**src/rtl/regex_fetch_unit_if.sv**
```systemverilog
// Request, memory and fetched-instruction signal bundle for regex_fetch_unit.
// slave = fetch unit side, master = surrounding logic (request source, memory, consumer).
interface regex_fetch_unit_if #(
  parameter int PC_WIDTH          = 9,
  parameter int CC_ID_BITS        = 2,
  parameter int MEMORY_WIDTH      = 16,
  parameter int MEMORY_ADDR_WIDTH = 11
);
  localparam int NCC = 2**CC_ID_BITS;

  logic                         input_pc_valid;
  logic                         input_pc_ready;
  logic [PC_WIDTH-1:0]          input_pc;
  logic [CC_ID_BITS-1:0]        input_cc_id;
  logic [NCC-1:0]               flush_cc;

  logic                         memory_valid;
  logic                         memory_ready;
  logic [MEMORY_ADDR_WIDTH-1:0] memory_addr;
  logic [MEMORY_WIDTH-1:0]      memory_data;

  logic                         output_valid;
  logic                         output_ready;
  logic [MEMORY_WIDTH-1:0]      output_instruction;
  logic [PC_WIDTH-1:0]          output_pc;
  logic [CC_ID_BITS-1:0]        output_cc_id;

  logic [NCC-1:0]               elaborating_chars;
  logic                         running;

  modport slave (
    input  input_pc_valid, input_pc, input_cc_id, flush_cc,
    input  memory_ready, memory_data, output_ready,
    output input_pc_ready, memory_valid, memory_addr,
    output output_valid, output_instruction, output_pc, output_cc_id,
    output elaborating_chars, running
  );

  modport master (
    output input_pc_valid, input_pc, input_cc_id, flush_cc,
    output memory_ready, memory_data, output_ready,
    input  input_pc_ready, memory_valid, memory_addr,
    input  output_valid, output_instruction, output_pc, output_cc_id,
    input  elaborating_chars, running
  );
endinterface

```
**src/rtl/regex_fetch_unit.sv**
```systemverilog
// Queues per-context PC fetch requests and issues one memory read at a time; 4 cycles accept-to-output.
// input_pc_ready is low only when the queue is full; memory and output stalls hold state; flushes kill work.
module regex_fetch_unit #(
  parameter int PC_WIDTH              = 9,
  parameter int CC_ID_BITS            = 2,
  parameter int MEMORY_WIDTH          = 16,
  parameter int MEMORY_ADDR_WIDTH     = 11,
  parameter int FIFO_WIDTH_POWER_OF_2 = 2
) (
  input logic               clk,
  input logic               rst,
  regex_fetch_unit_if.slave bus
);
  localparam int NCC = 2**CC_ID_BITS;
  localparam int PW  = FIFO_WIDTH_POWER_OF_2;
  localparam int D   = 2**PW;
  localparam logic [PW:0] FULL_CNT = (PW+1)'(D);

  if (MEMORY_ADDR_WIDTH < PC_WIDTH) begin : g_addr_width_check
    $error("regex_fetch_unit: MEMORY_ADDR_WIDTH must be >= PC_WIDTH");
  end

  typedef enum logic [1:0] {IDLE, REQ, WAIT_DATA, HOLD} state_t;

  state_t                state;
  logic [PC_WIDTH-1:0]   q_pc [D];
  logic [CC_ID_BITS-1:0] q_cc [D];
  logic [D-1:0]          q_live;
  logic [PW-1:0]         wr_ptr;
  logic [PW-1:0]         rd_ptr;
  logic [PW:0]           count;
  logic                  push;
  logic                  pop;
  logic                  head_live;
  logic [PC_WIDTH-1:0]   cur_pc;
  logic [CC_ID_BITS-1:0] cur_cc;
  logic                  cur_live;
  logic [NCC-1:0]        elab;

  assign bus.input_pc_ready = (count != FULL_CNT);
  assign push      = bus.input_pc_valid && bus.input_pc_ready;
  assign pop       = (state == IDLE) && (count != '0);
  // A head flushed on the very edge it is popped is treated as dead.
  assign head_live = q_live[rd_ptr] && !bus.flush_cc[q_cc[rd_ptr]];

  always_ff @(posedge clk) begin
    if (!rst) begin
      wr_ptr <= '0;
      rd_ptr <= '0;
      count  <= '0;
      q_live <= '0;
    end else begin
      for (int i = 0; i < D; i++) begin
        if (bus.flush_cc[q_cc[i]]) q_live[i] <= 1'b0;
      end
      // Popped slots are cleared so q_live alone marks queued live work.
      if (pop) begin
        q_live[rd_ptr] <= 1'b0;
        rd_ptr         <= rd_ptr + 1'b1;
      end
      if (push) begin
        q_pc[wr_ptr]   <= bus.input_pc;
        q_cc[wr_ptr]   <= bus.input_cc_id;
        q_live[wr_ptr] <= !bus.flush_cc[bus.input_cc_id];
        wr_ptr         <= wr_ptr + 1'b1;
      end
      if (push && !pop)      count <= count + 1'b1;
      else if (pop && !push) count <= count - 1'b1;
    end
  end

  always_ff @(posedge clk) begin
    if (!rst) begin
      state                  <= IDLE;
      cur_pc                 <= '0;
      cur_cc                 <= '0;
      cur_live               <= 1'b0;
      bus.memory_valid       <= 1'b0;
      bus.memory_addr        <= '0;
      bus.output_valid       <= 1'b0;
      bus.output_instruction <= {MEMORY_WIDTH{1'b0}};
      bus.output_pc          <= '0;
      bus.output_cc_id       <= '0;
    end else begin
      case (state)
        IDLE: begin
          if (pop && head_live) begin
            state            <= REQ;
            cur_pc           <= q_pc[rd_ptr];
            cur_cc           <= q_cc[rd_ptr];
            cur_live         <= 1'b1;
            bus.memory_valid <= 1'b1;
            bus.memory_addr  <= MEMORY_ADDR_WIDTH'(q_pc[rd_ptr]);
          end
        end
        REQ: begin
          // The read stays posted even when flushed; the result is dropped later.
          if (bus.flush_cc[cur_cc]) cur_live <= 1'b0;
          if (bus.memory_ready) begin
            bus.memory_valid <= 1'b0;
            state            <= WAIT_DATA;
          end
        end
        WAIT_DATA: begin
          if (cur_live && !bus.flush_cc[cur_cc]) begin
            bus.output_instruction <= bus.memory_data;
            bus.output_pc          <= cur_pc;
            bus.output_cc_id       <= cur_cc;
            bus.output_valid       <= 1'b1;
            state                  <= HOLD;
          end else begin
            cur_live <= 1'b0;
            state    <= IDLE;
          end
        end
        HOLD: begin
          if (bus.output_ready || bus.flush_cc[cur_cc]) begin
            bus.output_valid <= 1'b0;
            cur_live         <= 1'b0;
            state            <= IDLE;
          end
        end
        default: state <= IDLE;
      endcase
    end
  end

  always_comb begin
    elab = '0;
    for (int i = 0; i < D; i++) begin
      if (q_live[i]) elab[q_cc[i]] = 1'b1;
    end
    if (state != IDLE && cur_live) elab[cur_cc] = 1'b1;
  end

  assign bus.elaborating_chars = elab;
  assign bus.running           = (count != '0) || (state != IDLE);
endmodule

```
**src/flat_wrapper.sv**
```systemverilog
// flat-port wrapper written by rule: the top's interface ports become plain ports
module regex_fetch_unit_flat 
#(
  parameter int PC_WIDTH              = 9,
  parameter int CC_ID_BITS            = 2,
  parameter int MEMORY_WIDTH          = 16,
  parameter int MEMORY_ADDR_WIDTH     = 11,
  parameter int FIFO_WIDTH_POWER_OF_2 = 2
)
  (clk, rst, bus_input_pc_valid, bus_input_pc, bus_input_cc_id, bus_flush_cc, bus_memory_ready, bus_memory_data, bus_output_ready, bus_input_pc_ready, bus_memory_valid, bus_memory_addr, bus_output_valid, bus_output_instruction, bus_output_pc, bus_output_cc_id, bus_elaborating_chars, bus_running);
  regex_fetch_unit_if #(.PC_WIDTH(PC_WIDTH), .CC_ID_BITS(CC_ID_BITS), .MEMORY_WIDTH(MEMORY_WIDTH), .MEMORY_ADDR_WIDTH(MEMORY_ADDR_WIDTH)) bus_i ();
  input logic clk;
  input logic rst;
  input wire logic [$bits(bus_i.input_pc_valid)-1:0] bus_input_pc_valid;
  input wire logic [$bits(bus_i.input_pc)-1:0] bus_input_pc;
  input wire logic [$bits(bus_i.input_cc_id)-1:0] bus_input_cc_id;
  input wire logic [$bits(bus_i.flush_cc)-1:0] bus_flush_cc;
  input wire logic [$bits(bus_i.memory_ready)-1:0] bus_memory_ready;
  input wire logic [$bits(bus_i.memory_data)-1:0] bus_memory_data;
  input wire logic [$bits(bus_i.output_ready)-1:0] bus_output_ready;
  output wire logic [$bits(bus_i.input_pc_ready)-1:0] bus_input_pc_ready;
  output wire logic [$bits(bus_i.memory_valid)-1:0] bus_memory_valid;
  output wire logic [$bits(bus_i.memory_addr)-1:0] bus_memory_addr;
  output wire logic [$bits(bus_i.output_valid)-1:0] bus_output_valid;
  output wire logic [$bits(bus_i.output_instruction)-1:0] bus_output_instruction;
  output wire logic [$bits(bus_i.output_pc)-1:0] bus_output_pc;
  output wire logic [$bits(bus_i.output_cc_id)-1:0] bus_output_cc_id;
  output wire logic [$bits(bus_i.elaborating_chars)-1:0] bus_elaborating_chars;
  output wire logic [$bits(bus_i.running)-1:0] bus_running;
  assign bus_i.input_pc_valid = bus_input_pc_valid;
  assign bus_i.input_pc = bus_input_pc;
  assign bus_i.input_cc_id = bus_input_cc_id;
  assign bus_i.flush_cc = bus_flush_cc;
  assign bus_i.memory_ready = bus_memory_ready;
  assign bus_i.memory_data = bus_memory_data;
  assign bus_i.output_ready = bus_output_ready;
  assign bus_input_pc_ready = bus_i.input_pc_ready;
  assign bus_memory_valid = bus_i.memory_valid;
  assign bus_memory_addr = bus_i.memory_addr;
  assign bus_output_valid = bus_i.output_valid;
  assign bus_output_instruction = bus_i.output_instruction;
  assign bus_output_pc = bus_i.output_pc;
  assign bus_output_cc_id = bus_i.output_cc_id;
  assign bus_elaborating_chars = bus_i.elaborating_chars;
  assign bus_running = bus_i.running;
  regex_fetch_unit #(.PC_WIDTH(PC_WIDTH), .CC_ID_BITS(CC_ID_BITS), .MEMORY_WIDTH(MEMORY_WIDTH), .MEMORY_ADDR_WIDTH(MEMORY_ADDR_WIDTH), .FIFO_WIDTH_POWER_OF_2(FIFO_WIDTH_POWER_OF_2)) u_core (.clk(clk), .rst(rst), .bus(bus_i));
endmodule
```
**config.mk**
```make
export PLATFORM = sky130hd
export DESIGN_NAME = regex_fetch_unit_flat
export DESIGN_NICKNAME = d
export VERILOG_FILES = /design/src/rtl/regex_fetch_unit_if.sv /design/src/rtl/regex_fetch_unit.sv /design/src/flat_wrapper.sv
export SDC_FILE = /design/constraint.sdc
export NUM_CORES = 1
export LEC_CHECK = 0
export ABC_AREA = 1
export BUFFER_PORTS_ARGS = -buffer_cell sky130_fd_sc_hd__buf_2
export CAP_MARGIN = 10
export CORE_UTILIZATION = 60
export DETAILED_ROUTE_END_ITERATION = 6
export GPL_TIMING_DRIVEN = 0
export PLACE_DENSITY = 0.84
export SLEW_MARGIN = 10
export SYNTH_ARGS = -nofsm -noshare
export SYNTH_HDL_FRONTEND = slang
export SYNTH_SLANG_ARGS = --single-unit
```
**constraint.sdc**
```tcl
create_clock -name clk -period 4.9 [get_ports clk]
set_input_delay 1.225 -clock clk [delete_from_list [all_inputs] [get_ports clk]]
set_output_delay 1.225 -clock clk [all_outputs]
set_load 0.02 [all_outputs]
```
After elaboration in Yosys (flattened, before gate mapping)
Memory sizes are Yosys's and may differ from the RTL's. A register that Yosys moved wholly into a read port is not among the register bits.
Cells that the tools add are included.

operators by class
  mux-type cells = 68
  $add $sub $neg = 4
  reduce and logical (&&, ||, !) cells = 35
  $lt $le $gt $ge = 16
  eq/ne operators = 10
  bitwise operators = 6

operators by type and width
  cell                 number
  $mux 1               32
  $mux 4               8
  $lt 2x3->1 const B   9
  $bmux 1 s2           8
  $or 4x4->4           4
  $logic_and 1x1->1    15
  $demux 1 s2          7
  $ge 2x1->1 const B   7
  $mux 2               6
  $reduce_and 3->1     3
  $pmux 2 s4           1
  $reduce_bool 2->1    4
  $logic_not 1->1      6
  $mux 3               2
  $ne 2x1->1 const B   3
  $ne 2x2->1 const B   3
  $add 2x1->2 const B  2
  $and 4x4->4          1
  $bwmux 4             1
  $eq 2x2->1 const B   2
  $not 4->4            1
  $pmux 1 s2           2
  $pmux 1 s4           1
  $reduce_and 2->1     2
  other kinds (8)      9

storage, ports and cells
  bits in writable memories = 44
  logic and storage cells = 153
  output and inout port bits = 46
  register bits after elaboration = 45
  memories = 2
  bits of input ports = 36

memories
  memory       depth  bits a word  rd ports  clocked after Yosys merged registers in  wr ports  RTL line                RTL
  u_core.q_pc  4      9            1         1                                        1         regex_fetch_unit.sv:26  logic [PC_WIDTH-1:0] q_pc [D];
  u_core.q_cc  4      2            5         1                                        1         regex_fetch_unit.sv:27  logic [CC_ID_BITS-1:0] q_cc [D];

Depth between registers and ports, before layout
Gate-level depths: netlist of the first run.
An unclocked memory read counts as a cell.

  depth after elaboration = 14
  mapped depth = 12
  mapped depth without buffers = 12

Worst setup path after synthesis of the first run
OpenSTA, ideal clock, no wires.

  kind = input -> register
  start = input rst
  end = memory u_core.q_cc[2][0] (enable)
  path slack = 2.229 ns
  library setup time = 0.395 ns
  required time = 4.505 ns
  path buffers = 0
  arrival time = 2.276 ns
  stages on the path = 2
  cells stage by stage = clkinv_1 > nor3_1

between the ends
  cells in the longest elaborated chain, start to end = 2

ends and longest elaborated chain
  item                          RTL line                RTL
  start: declaration            flat_wrapper.sv:13      input logic rst;
  $mux 1                        regex_fetch_unit.sv:47  if (!rst) begin
  $mux 1 (not written as such)  regex_fetch_unit.sv:63  q_cc[wr_ptr] <= bus.input_cc_id;
  end: declaration              regex_fetch_unit.sv:27

No other way between the ends.

==> metrics, run 1 <==
synth top area cells=edfxtp_1, dfxtp_1, a21oi_1; Clk pwr share=21.4%; ratio of cells with drive above 1 in the final layout=23.5%; initial antenna violation count=0; synthesized cell area=0.00446 sq mm; routability cong.=0.907; Slew headroom=19.2%; met3 routed WL=around 580 um; Sw Share=39.3%; Yosys reg bits=100; largest net degree at the start of global routing=20; final core area utilization=between 70% and 80%; Final setup viols=0; setup TNS=0 ns; cts hold-fix bufs=0; I/O pins=82; clock latency on the worst-skew pair=0.38 ns; vias in the first global route=3,395; placed instance count=671; Multi-input gate area=between 0.0015 and 0.002 sq mm; DR iter-0 viols=375; die height=88.2 um; HPWL after DPL=7640 um; crit path launch type=flip-flop; top cell type's share of synthesized area=29.6%; crit path kind=reg -> out; met1 wire length=around 4500 um; Pwr per Cell Area=454 mW/mm^2; Worst setup EP type=primary output; Seq pwr share=44.4%; Static Leak=2.11 nW; Final Net Count=629; vias per cell=5.54; Initial Util=approximately three fifths; DRT Wirelength=10,600 um; H-tree levels=3; RSZ-0062 raised after global routing=no; post-CTS sizing=0; commonest non-fill, non-tap cell in the layout=buf_2; status=finished clean; Tcrit/Tclk final=approximately three fifths; Yosys Warn Count=0; Post-synth EDFFs=44; Main synth FF type=dfxtp_1; HP Class=reg -> reg; met2 WL=5290 um; worst-margin pin slew=around 1.2 ns; Max Freq=0.337 GHz; fillers=about 570; P&R area growth vs syn=16.4%; Port Buffers=79; fin. max-slew vios=0; post-route ant nets=0; Antenna diodes=0; Comb power frac=34.1%; maximum VDD drop=just under 400 uV; FF/Latch Area=0.00244 sq mm; TritonCTS Buffers=9; clock skew=0.0179 ns; DR vias=3,808; Max FO, Critical Path=6; most frequent cells in the layout=buf_2, nand2_1, dfxtp_1, a21oi_1, inv_1; Clock transition at path regs=0.10 ns; synthesized area per cell=9.09 sq um; maxcap violations=0; core area=0.00721 sq mm; GRT Residual Overflow=0; final non-filler cell total=between 600 and 700; die width=88.2 um; worst path required time=3.67 ns; CTS tree=built; TritonCTS Sinks=100; wire length per cell=15.4 um; sequential fraction of the synthesis area=54.7%; number of unique standard cell types used by synthesis=39; global-route wire length before repair=roughly 16,000 um; FFs w/ async S/R, synth=0%; Total GRT Usage=between 20 and 30%; Top Metal Used=met4; Total Power=2.36 mW; DIE AREA=0.00779 sq mm; CTS root buffer=clkbuf_8; arrival time at the worst endpoint=1.74 ns; largest area contributor in the netlist=edfxtp_1; Post-Syn Instances=491; row count=31; clock tree buffer depth=2; Hold Vio Cnt, Final=0; postcts setup bufs=0; internal power=1.43 mW; drt drc=0; Net Sw Power=about 0.93 mW; DRT Pass-1 Iters=5; Final min period=roughly 3 ns; reg2reg setup slack=2.53 ns
-- layout make-up --
| type | count | area share [%] |
|---|---|---|
| Clock buffer | 9 | 2.39 |
| Sequential cell | 100 | 47.0 |
| Inverter | 50 | 3.61 |
| Multi-Input combinational cell | 317 | 32.7 |
| Tap cell | 99 | 2.39 |
| Buffer | 25 | 2.77 |
| Timing Repair Buffer | 80 | 7.83 |
| Clock inverter | 7 | 1.30 |
-- per-stage QoR --
| stage | setup WS [ns] | hold WS [ns] | instance area [sq um] |
|---|---|---|---|
| after CTS | 1.94 | 0.466 | 5190 |
| after detailed placement | 1.56 | 0.450 | 5000 |
| final | 1.93 | 0.467 | 5190 |
| after floorplan | 2.23 | 0.478 | 4470 |
| after global placement | 1.26 | 0.446 | 4980 |
| after global routing | 1.85 | 0.486 | 5190 |
-- kinds of logic (layout without fill, tap and decap cells) --
| logic type | count (synthesis) | count (layout) | share of synthesized area [%] |
|---|---|---|---|
| buffers and inverters | 75 | 171 | 7.43 |
| AO/OA/AOI/OAI | 136 | 136 | 17.2 |
| other | 1 | 2 | 0.0840 |
| XOR/XNOR | 1 | 1 | 0.196 |
| flip-flops | 100 | 100 | 54.7 |
| adder cells (fa/ha/maj) | 10 | 10 | 2.97 |
| AND/OR/NAND/NOR | 168 | 168 | 17.3 |
-- worst paths after layout --
check,from,endpoint,depth (start not counted)
max reg2reg,u_core.count[0],u_core.q_cc[0][1],6
min,u_core.cur_pc[7],u_core.cur_pc[7],2
max,u_core.q_cc[1][1],bus_elaborating_chars[3],5
min reg2reg,u_core.cur_pc[7],u_core.cur_pc[7],2
-- power by group through the flow --
stage | logic [mW] | registers [mW] | clock network [mW]
2_1_floorplan | 0.539 | 1.09 | 0
3_3_place_gp | 0.765 | 1.06 | 0
3_5_place_dp | 0.793 | 1.07 | 0
4_1_cts | 0.799 | 1.05 | 0.511
5_1_grt | 0.888 | 1.06 | 0.540
6_report | 0.805 | 1.05 | 0.506
-- routing by layer --
metal / GRT usage [%] / up-vias
li1: - / 1882
met1: 37.0 / 1788
met2: 44.8 / 118
met3: 5.97 / 20
met4: 9.68 / 0
met5: 0 / -
-- registers in the layout (all words and copies together) (netlist names), 2 cells and up, named ones only --
| register | count |
|---|---|
| u_core.q_live | 4 |
| u_core.bus.output_instruction | 16 |
| u_core.cur_cc | 2 |
| u_core.count | 3 |
| u_core.cur_pc | 9 |
| u_core.bus.output_cc_id | 2 |
| u_core.q_pc | 36 |
| u_core.rd_ptr | 2 |
| u_core.wr_ptr | 2 |
| u_core.bus.output_pc | 9 |
| u_core.state | 2 |
| u_core.q_cc | 8 |
-- cells in the mapped netlist (all sizes together), types with 2 or more instances --
master / number
nand3: 47
a311oi: 2
clkbuf: 5
inv: 49
o21ai: 55
a22oi: 3
nor2: 33
nor3: 11
a21oi: 59
nor4: 2
ha: 9
o22ai: 9
nand4: 2
o211ai: 3
nand2: 73
dfxtp: 56
edfxtp: 44
o221ai: 2
buf: 20
-- worst max-delay path, stage by stage (launching register included) --
cell	delay, ns
edfxtp_1	0.50
nand3_1	0.16
nand2_1	0.07
a311oi_1	0.33
o21ai_0	0.15
buf_2	0.18
No activity file was read; power rests on OpenSTA's default activity.
==> inputs of run 2 (changes only) <==
Settings changed: CORE_UTILIZATION 60 to 55, PLACE_DENSITY 0.84 to 0.78.
Clock period 4.9 ns to 2.86 ns, I/O delays scaled along.
==> run 2 against run 1 <==
  * Via count decreased by 0.32%
  * Sequential cell count unchanged
  * Final cell count increased by 0.44%
  * Hold slack improved by 0.0011 ns
  * Worst setup slack got worse by 1.5 ns
  * Clock skew decreased by 0.0065 ns
  * Design area about the same
  * Total power increased by 72%
  * Clock-buffer cell count increased by 1
  * Die area increased by 8.9%
  * Highest routed layer unchanged
  * Global-route usage decreased by 1.7 points
  * Core utilization decreased by 5.1 points
  * Critical path type is now in -> reg
==> metrics, run 2 (synthesis gave the netlist of run 1 again) <==
HP Class=reg -> reg; commonest non-fill, non-tap cell in the layout=buf_2; vias in the first global route=3,562; max reg flops=36; postcts setup bufs=0; row count=32; GRT Residual Overflow=0; most flop-heavy register=u_core.q_pc; Clock transition at path regs=0.10 ns; Final setup viols=0; RSZ-0062 raised after global routing=no; pre-CTS WS=between 0.003 and 0.004 ns; DRT Pass-1 Iters=4; P&R area growth vs syn=16.5%; largest registers=u_core.q_pc: 36 flops, u_core.bus.output_instruction: 16 flops; Total GRT Usage=26.0%; TritonCTS Buffers=9; DR vias=3,796; die height=92.1 um; DRT Wirelength=10,500 um; Max Freq=0.404 GHz; HPWL after DPL=7710 um; Worst setup EP type=flip-flop; dpl cell area=0.00500 sq mm; Final Net Count=629; status=finished clean; ratio of cells with drive above 1 in the final layout=23.5%; cts hold-fix bufs=0; clock skew=0.0115 ns; Static Leak=2.12 nW; initial antenna violation count=0; Pwr per Cell Area=about 780 mW/mm^2; post-CTS sizing=0; crit path kind=in -> reg; core area=0.00777 sq mm; largest net degree at the start of global routing=19; CTS tree=built; DR iter-0 viols=247; CTS root buffer=clkbuf_8; crit path launch type=input pin; Slew headroom=between 10% and 20%; TritonCTS Sinks=100; Final WS setup=0.385 ns; Port Buffers=79; DIE AREA=0.00848 sq mm; fin. max-slew vios=0; Initial Util=57.4%; Max FO, Critical Path=11; design area=0.00520 sq mm; wire length per cell=15.3 um; Antenna diodes=0; arrival time at the worst endpoint=2.45 ns; drt drc=0; most frequent cells in the layout=buf_2, nand2_1, dfxtp_1, a21oi_1, inv_1; vias per cell=around 5.5; H-tree levels=3; Tcrit/Tclk final=86.5%; routability cong.=0.979; global-route wire length before repair=17,100 um; maximum VDD drop=about 450 uV; Final min period=roughly 2.5 ns; Hold WS=0.468 ns; worst-margin pin slew=1.22 ns; Hold Vio Cnt, Final=0; worst path required time=2.84 ns; clock latency on the worst-skew pair=0.36 ns; clock tree buffer depth=2; maxcap violations=0; post-route ant nets=0; I/O pins=82; die width=92.1 um
[run 2: changes by cell type in the layout (fill, tap and decap cells not counted)]
cell,change
inv_6,-2
clkinv_4,+1
inv_4,+1
clkinv_8,-1
clkinvlp_2,-1
inv_8,+1
clkbuf_8,+1
[run 2: power breakdown]
| group | internal [mW] | switching [mW] | total (mW) |
|---|---|---|---|
| Sequential | 1.65 | 0.141 | 1.80 |
| Combinational | 0.462 | 0.923 | 1.39 |
| Clock | 0.358 | 0.513 | 0.871 |
[run 2: final timing paths]
path                                      to                  startpoint  slack (ns)  cells after the start
setup / recovery           u_core.q_pc[0][1]                         rst        0.39                      4
setup reg to reg           u_core.q_pc[0][1]             u_core.count[0]        0.46                      6
hold / removal    u_core.bus.output_cc_id[0]  u_core.bus.output_cc_id[0]        0.47                      2
hold reg to reg   u_core.bus.output_cc_id[0]  u_core.bus.output_cc_id[0]        0.47                      2
[run 2: area by class of cell]
cell class	instances	area [sq um]
Inverter	50	188
Multi-Input combinational cell	317	1700
Timing Repair Buffer	80	407
Clock inverter	6	55.1
Fill cell	659	2570
Tap cell	102	128
Clock buffer	10	138
Buffer	25	144
Sequential cell	100	2440
[run 2: metal layers]
metal	wire length [um]	part of all wire [%]	vias to the layer above	track usage, %
met5	0	0	-	0
met4	214	2.0	0	8.72
met3	519	4.9	18	3.98
met2	5110	49	116	43.7
met1	4680	44	1790	34.2
li1	-	-	1872	-
[run 2: stage by stage]
step                      power [mW]  TNS (ns)  instances  utilization (%)
after floorplan                 2.79         0        492                -
after global placement          3.14     -2.71        673             64.2
after detailed placement        3.19         0        674             64.4
after CTS                       4.05         0        690             66.9
after global routing            4.29         0        690             66.9
final                           4.05         0        690             66.9
[run 2: worst max-delay path: stages]
cell and delay [ns]:
buf_2 0.16, clkinv_1 0.26, clkbuf_1 0.32, nor2_1 0.98
==> inputs of run 3 (changes only) <==
Settings changed: CORE_UTILIZATION 55 to 57, CTS_BUF_LIST set to sky130_fd_sc_hd__clkbuf_4, PLACE_DENSITY 0.78 to 0.8.
==> run 3 against run 2 <==
  * Non-clock buffer count unchanged
  * Sequential cell count did not move
  * Clock skew up 0.015 ns
  * Die area decreased by 3.4%
  * Routed wire length is 0.75% higher
  * Largest power group unchanged
==> metrics, run 3 (synthesis gave the netlist of run 1 again) <==
status=finished clean; commonest non-fill, non-tap cell in the layout=buf_2; Max FO, Critical Path=6; maximum VDD drop=between 500 and 600 uV; most frequent cells in the layout=buf_2, nand2_1, dfxtp_1, a21oi_1, inv_1; clock skew=0.0263 ns; HPWL after DPL=between 7000 and 8000 um; DRT Pass-1 Iters=4; met1 wire length=4730 um; dpl cell area=0.00500 sq mm; most flop-heavy register=u_core.q_pc; vias per cell=5.61; pre-CTS WS=-0.0398 ns; fin. max-slew vios=0; clock tree buffer depth=2; P&R area growth vs syn=15.1%; FF/Latch Area=0.00244 sq mm; crit path kind=reg -> out; TritonCTS Sinks=100; Total GRT Usage=26.4%; I/O pins=82; Final WS setup=0.430 ns; CTS root buffer=clkbuf_4; largest registers=u_core.q_pc: 36 flops, u_core.bus.output_instruction: 16 flops; initial antenna violation count=0; wire length per cell=15.4 um; DRT Wirelength=~11,000 um; Pwr per Cell Area=758 mW/mm^2; Multi-input gate area=0.00170 sq mm; Total Power=just under 4 mW; met2 WL=5120 um; DR iter-0 viols=281; Top Metal Used=met4; Max Freq=0.411 GHz; RSZ-0062 raised after global routing=no; H-tree levels=3; routability cong.=about 0.95; CTS tree=built; drt drc=0; Final min period=2.43 ns; postcts setup bufs=0; max reg flops=36; Static Leak=around 2.1 nW; design area=between 0.005 and 0.006 sq mm; Hold Vio Cnt, Final=0; die width=90.5 um; post-route ant nets=0; DR vias=between 3,000 and 4,000; arrival time at the worst endpoint=1.72 ns; Tcrit/Tclk final=85.0%; ratio of cells with drive above 1 in the final layout=23.5%; post-CTS sizing=0; vias in the first global route=3,643; Final Net Count=629; largest net degree at the start of global routing=20; worst-margin pin slew=1.21 ns; Clock transition at path regs=0.18 ns; row count=31; HP Class=reg -> reg; crit path launch type=flip-flop; fillers=between 500 and 600; die height=between 90 and 100 um; maxcap violations=0; clock latency on the worst-skew pair=0.45 ns; Antenna diodes=0; met3 routed WL=about 500 um; Initial Util=approximately 60%; worst path required time=between 2 and 2.5 ns; GRT Residual Overflow=0; global-route wire length before repair=17,200 um; Worst setup EP type=primary output; final core area utilization=between 60% and 70%; DIE AREA=0.00819 sq mm; TritonCTS Buffers=9; core area=0.00741 sq mm; Port Buffers=79; cts hold-fix bufs=0; Slew headroom=19.0%; Final setup viols=0
-- run 3: cell types whose count changed in the layout (fill, tap and decap cells not counted) --
cell,delta
inv_6,+1
clkinv_8,+1
clkbuf_4,+9
clkbuf_8,-10
inv_8,-1
-- run 3: power by group --
part,switching [mW],total (mW),internal (mW)
clock network,0.508,0.710,0.201
logic,0.929,1.39,0.461
registers,0.141,1.80,1.65
-- run 3: per-layer routing --
metal  GRT usage [%]  vias to the layer above
li1                -                     1876
met3            4.12                       23
met1            34.7                     1824
met5               0                        -
met4            12.2                        0
met2            43.1                      134
-- run 3: stage by stage --
| step | hold WS [ns] | TNS, ns | std cells |
|---|---|---|---|
| after floorplan | 0.478 | 0 | 492 |
| after global placement | 0.447 | -2.33 | 670 |
| after detailed placement | 0.449 | -0.684 | 671 |
| after CTS | 0.462 | 0 | 687 |
| after global routing | 0.448 | 0 | 687 |
| final | 0.472 | 0 | 687 |
-- run 3: path summary, 6_finish.rpt --
| check | start | end | slack [ns] | depth (start not counted) |
|---|---|---|---|---|
| min reg2reg | u_core.bus.output_instruction[14] | u_core.bus.output_instruction[14] | 0.47 | 2 |
| max reg2reg | u_core.count[0] | u_core.q_pc[1][3] | 0.50 | 6 |
| max | u_core.q_cc[1][1] | bus_elaborating_chars[2] | 0.43 | 5 |
| min | u_core.bus.output_instruction[14] | u_core.bus.output_instruction[14] | 0.47 | 2 |
-- run 3: critical path, cell delays in order (launching register included) --
cell and delay [ns]:
edfxtp_1 0.51, nand3_1 0.16, nand2_1 0.06, a311oi_1 0.26
o21ai_0 0.13, buf_2 0.17
-- run 3: layout make-up --
class	instances	area share [%]
tap	99	2.41
timing repair buffer	80	7.92
inverter	50	3.65
sequential	100	47.5
clock buffer	9	1.32
clock inverter	7	1.34
multi-input combinational	317	33.0
buffer	25	2.80
